**src/rtl/scan_decoder.sv**
```systemverilog
`default_nettype none
// ============================================================================
// Module   : scan_decoder
// Brief    : Registered one-hot line decoder with direct-load and auto-scan
//            modes. Optional macro SCAN_BLANK_EN inserts a blank cycle
//            between scanned lines to suppress ghosting on the LED matrix.
// Revision : 1.0 - initial release
// ============================================================================
module scan_decoder #(
    parameter int SEL_W = 5,
    parameter int DIV_W = 16
) (
    input  logic                  clk,
    input  logic                  rst,
    input  logic                  en,
    input  logic                  mode,
    input  logic                  load,
    input  logic [SEL_W-1:0]      sel,
    input  logic [DIV_W-1:0]      div,
    output logic [2**SEL_W-1:0]   out,
    output logic [SEL_W-1:0]      idx,
    output logic                  valid,
    output logic                  frame_start
);

    localparam int N = 2**SEL_W;

    typedef enum logic [1:0] {
        IDLE   = 2'd0,
        DIRECT = 2'd1,
        SCAN   = 2'd2,
        BLANK  = 2'd3
    } state_t;

    state_t             state;
    logic [DIV_W-1:0]   cnt;
    logic [SEL_W-1:0]   nxt_idx;
    logic [N-1:0]       sel_hot;
    logic [N-1:0]       nxt_hot;
    logic [N-1:0]       idx_hot;
    logic [N-1:0]       line0_hot;

    function automatic logic [N-1:0] onehot(input logic [SEL_W-1:0] i);
        logic [N-1:0] v;
        v    = '0;
        v[i] = 1'b1;
        return v;
    endfunction

    assign nxt_idx   = idx + SEL_W'(1);
    assign sel_hot   = onehot(sel);
    assign nxt_hot   = onehot(nxt_idx);
    assign idx_hot   = onehot(idx);
    assign line0_hot = onehot('0);

    always_ff @(posedge clk or posedge rst) begin
        if (rst) begin
            state       <= IDLE;
            out         <= '0;
            idx         <= '0;
            valid       <= 1'b0;
            frame_start <= 1'b0;
            cnt         <= '0;
        end else if (!en) begin
            state       <= IDLE;
            out         <= '0;
            idx         <= '0;
            valid       <= 1'b0;
            frame_start <= 1'b0;
            cnt         <= '0;
        end else begin
            frame_start <= 1'b0;
            if (!mode) begin
                // Direct mode: output only changes on a load; leaving scan
                // blanks the output until the controller loads an index.
                state <= DIRECT;
                cnt   <= '0;
                if (load) begin
                    idx   <= sel;
                    out   <= sel_hot;
                    valid <= 1'b1;
                end else if (state != DIRECT) begin
                    idx   <= '0;
                    out   <= '0;
                    valid <= 1'b0;
                end
            end else begin
                case (state)
                    SCAN: begin
                        if (cnt != '0) begin
                            cnt <= cnt - DIV_W'(1);
                        end else begin
`ifdef SCAN_BLANK_EN
                            state <= BLANK;
                            idx   <= nxt_idx;
                            out   <= '0;
                            valid <= 1'b0;
`else
                            idx         <= nxt_idx;
                            out         <= nxt_hot;
                            valid       <= 1'b1;
                            frame_start <= (nxt_idx == '0);
                            cnt         <= div;
`endif
                        end
                    end
`ifdef SCAN_BLANK_EN
                    BLANK: begin
                        // idx already points at the upcoming line
                        state       <= SCAN;
                        out         <= idx_hot;
                        valid       <= 1'b1;
                        frame_start <= (idx == '0);
                        cnt         <= div;
                    end
`endif
                    default: begin
                        // Entry from IDLE or DIRECT always restarts the frame
                        state       <= SCAN;
                        idx         <= '0;
                        out         <= line0_hot;
                        valid       <= 1'b1;
                        frame_start <= 1'b1;
                        cnt         <= div;
                    end
                endcase
            end
        end
    end

endmodule
`default_nettype wire

```
**config.mk**
```make
export PLATFORM = sky130hd
export DESIGN_NAME = scan_decoder
export DESIGN_NICKNAME = d
export VERILOG_FILES = /design/src/rtl/scan_decoder.sv
export SDC_FILE = /design/constraint.sdc
export NUM_CORES = 1
export LEC_CHECK = 0
export ABC_CLOCK_PERIOD_IN_PS = 2750
export CORE_UTILIZATION = 50
export CTS_CLUSTER_DIAMETER = 60
export CTS_CLUSTER_SIZE = 20
export DETAILED_ROUTE_END_ITERATION = 8
export PLACE_DENSITY = 0.77
export SLEW_MARGIN = 20
export SYNTH_ARGS = -nofsm -noshare
export SYNTH_HDL_FRONTEND = slang
export SYNTH_SLANG_ARGS = --single-unit
```
**constraint.sdc**
```tcl
create_clock -name clk -period 2.75 [get_ports clk]
set_clock_uncertainty 0.15 [all_clocks]
set_input_delay 0.6875 -clock clk [delete_from_list [all_inputs] [get_ports clk]]
set_output_delay 0.6875 -clock clk [all_outputs]
set_load 0.02 [all_outputs]
```
==> results of run 1 <==
[flip-flops by register name, summed over array words and instances (netlist names)]
register and count:
idx 5, cnt 16, valid 1, state 2
frame_start 1, out 32
[per-layer routing]
metal	vias up	global-route usage [%]
met1	1533	35.1
met3	24	8.16
met4	0	11.6
li1	1549	-
met2	148	46.1
met5	-	0
[through the flow]
step / power, mW / hold WS, ps / setup slack, ps
after floorplan: 1.16 / 409 / 513
after global placement: 1.31 / 367 / 74.1
after detailed placement: 1.32 / 367 / 46.9
after CTS: 2.22 / 381 / 260
after global routing: 2.31 / 396 / 210
final: 2.22 / 373 / 254
[area by class of cell]
cell class	count	area share, %
clock buffers	11	3.41
clock inverters	5	1.75
inverters	8	0.677
multi-input cells	291	40.4
flip-flops and latches	57	32.1
well taps	77	2.17
repair buffers	87	19.5
[logic make-up (layout without fill, tap and decap cells)]
logic type | Yosys count | after routing
compound gates | 109 | 109
xor+xnor | 13 | 13
fa+ha+maj | 6 | 6
buf+inv | 34 | 111
flops | 57 | 57
mux | 5 | 5
simple gates | 158 | 158
[synthesized netlist by cell type (2+ instances only)]
cell      instances
ha_1              6
a222oi_1          5
xnor2_1          10
nor4b_1           2
a221oi_1          2
buf_4             5
dfrtp_1          57
a211oi_2          6
nand3_1           5
buf_1             2
mux2i_1           2
nand4_1           3
nor2b_1           8
xor2_1            3
and3b_1           2
and2_1            7
nand2_1          34
o311ai_0          3
or3b_2            2
a32oi_1          13
nor3_1           16
nand2b_1          2
mux2_2            3
o21ai_0          16
inv_1             8
nor2_1           57
nor4_1            5
nor3b_2           2
a21oi_1          37
a31oi_1          13
a22oi_1           7
clkbuf_1         11
nor3b_1           4
and3_1            2
buf_2             6
[power breakdown]
group          leakage (nW)  internal, mW  switching, mW
registers             0.772         0.877         0.0402
logic                  1.01         0.175          0.216
clock network         0.115         0.556          0.354
[worst paths after layout]
| path | start | endpoint | slack (ps) |
|---|---|---|---|
| max | idx[3] | idx[3] | 250 |
| min | out[10] | out[10] | 370 |
| max reg2reg | idx[0] | out[21] | 440 |
| min reg2reg | out[10] | out[10] | 370 |
| max in group asynchronous | rst | idx[4] | 1270 |
| min in group asynchronous | rst | out[31] | 590 |
[worst min-delay path: stages (launching register included)]
cell and delay, ps:
dfrtp_1 340, nor2_1 50, a21oi_1 100
[cell usage in the layout, fill, tap and decap left out, drive strengths merged, types with 10 or more instances in the layout]
cell type and n:
a21oi 38, buf 23, nor2 57, nand2 34, xnor2 10, nor3 16, a32oi 13, dfrtp 57
clkdlybuf4s50 64, o21ai 16, a31oi 13, clkbuf 11
==> run_results.csv, run 1 <==
group,metric,value,unit
timing,setup_violations,0,
cells_and_area,regArea,1430,um2
global_route,grt_max_degree,43,
synth,synth.area.mux_share,1.59,%
floorplan,io_pins,65,
cells_and_area,fin_util,69.1,%
cells_and_area,multi_input_area,1790,um2
timing,final-hold-violation-count,0,
cells_and_area,area_growth_syn_to_layout,31.5,%
setup_path,cp.required,1910,ps
synth,syn_area_per_cell,8.83,um2
cells_and_area,diodes,0,
cts,cts-root-buf,"clkbuf_8",
outcome,status,"finished, violations left",
setup_path,critical-path-max-stage-delay,690,ps
placed_design,place_area,4210,um2
cts,cts_tree,"built",
timing,rsz0062_at_grt,"no",
cts,clock_sinks,57,
floorplan,core.rowCount,29,
run,drv_cap,0,
setup_path,ff2ff_path_depth,6,
global_route,grt_pass1_vias,3197,
routing,drtAntennaViolNets,0,
floorplan,start_util,52.5,%
routing,wl_per_cell,17.3,um
cts,cts_hold_buf,0,
floorplan,die_x,84.2,um
setup_path,end_kind,"output pin",
placed_design,io_buffers,64,
routing,top_layer,"met4",
cts,cts_buffer_depth,2,
floorplan,die_area,7080,um2
synth,postSynthCellCount,382,
cells_and_area,drive_gt1_share,12.6,%
cts,post_cts_resized,0,
synth,yosys_warnings,0,
placed_design,dp_cells,520,
synth,synthArstFlopShare,100,%
timing,period_share,90.8,%
synth,ys_ff_latch,57,
global_route,overflow,0,
power,power_density,500,nW/um2
outcome,violations,"design-rule violations",
routing,via_count,3254,
cells_and_area,final_nets,486,
hold_path,hold_depth,2,
setup_path,cp_num_cells,1,
timing,slew_headroom,58.0,%
cts,clkLatencyLatePin,350,ps
routing,m1WireLength,3950,um
cts,clk_pin_slew,70,ps
hold_path,hp-class,"reg2reg",
routing,routed_via_density,6.07,
timing,slew_viol_final,0,
cts,postCtsSetupRepairBufs,0,
routing,first_iter_violations,410,
routing,wl_met3,711,um
synth,synthDominantCellAreaShare,42.3,%
routing,drtPass1Iterations,9,
power,ir_drop,413,uV
setup_path,cp-start-kind,"register",
global_route,antenna_found_initial,0,
timing,min_period,2500,ps
global_route,grt_pass1_wl,15600,um
setup_path,crit_slowest_cell,"clkdlybuf4s50_1",
routing,drt-total-wl,9270,um
synth,synth_top_family_by_area,"simple AND/OR/NAND/NOR gates",
timing,worstMarginPinSlew,629,ps
setup_path,crit_fanout,13,
synth,syn_nets,414,
synth,synth_flop_cell,"dfrtp_1",
setup_path,critPathTopFamily,"buffers and inverters",
synth,yosys.area.top_type,"dfrtp_1",
synth,synthDistinctLibCells,51,
timing,tns,0,ps
placed_design,place_congestion,0.927,
placed_design,dp_hpwl,6700,um
synth,synth-compound-area-share,22.1,%
routing,dr_wl_met2,4360,um
global_route,grt_usage,28.2,%
synth,synth_edf_count,0,
floorplan,design.core.area,6420,um2
cells_and_area,stdcell_area,4440,um2
setup_path,cp.arrival,1660,ps
cells_and_area,layout.cells.non_filler,536,
setup_path,path_class,"reg2out",
synth,synth_xor_xnor_area_share,3.37,%
power,p_leak,1.90,nW
routing,drc,15,
floorplan,fp.dieH,84.2,um
synth,seq_area_frac_synth,42.3,%
setup_path,cp_num_buf_inv,1,
synth,synthTopCellsByArea,"dfrtp_1, nor2_1, a21oi_1",
cts,cts_htree_levels,3,
timing,fmax,0.401,GHz
synth,synth-simple-area-share,23.7,%
synth,syn_area,3370,um2
cells_and_area,fillers,533,
setup_path,crit_chain,"clkdlybuf4s50_1",
cts,cts_made_buffers,9,
synth,yosys.area_share.adder,2.22,%
(Power assumes the default switching activity.)
==> run 2: changes to the inputs <==
- CTS_CLUSTER_SIZE: 20 -> 28
==> results of run 2 <==
Same layout as run 1: the final DEF is identical, and so are final timing and power.
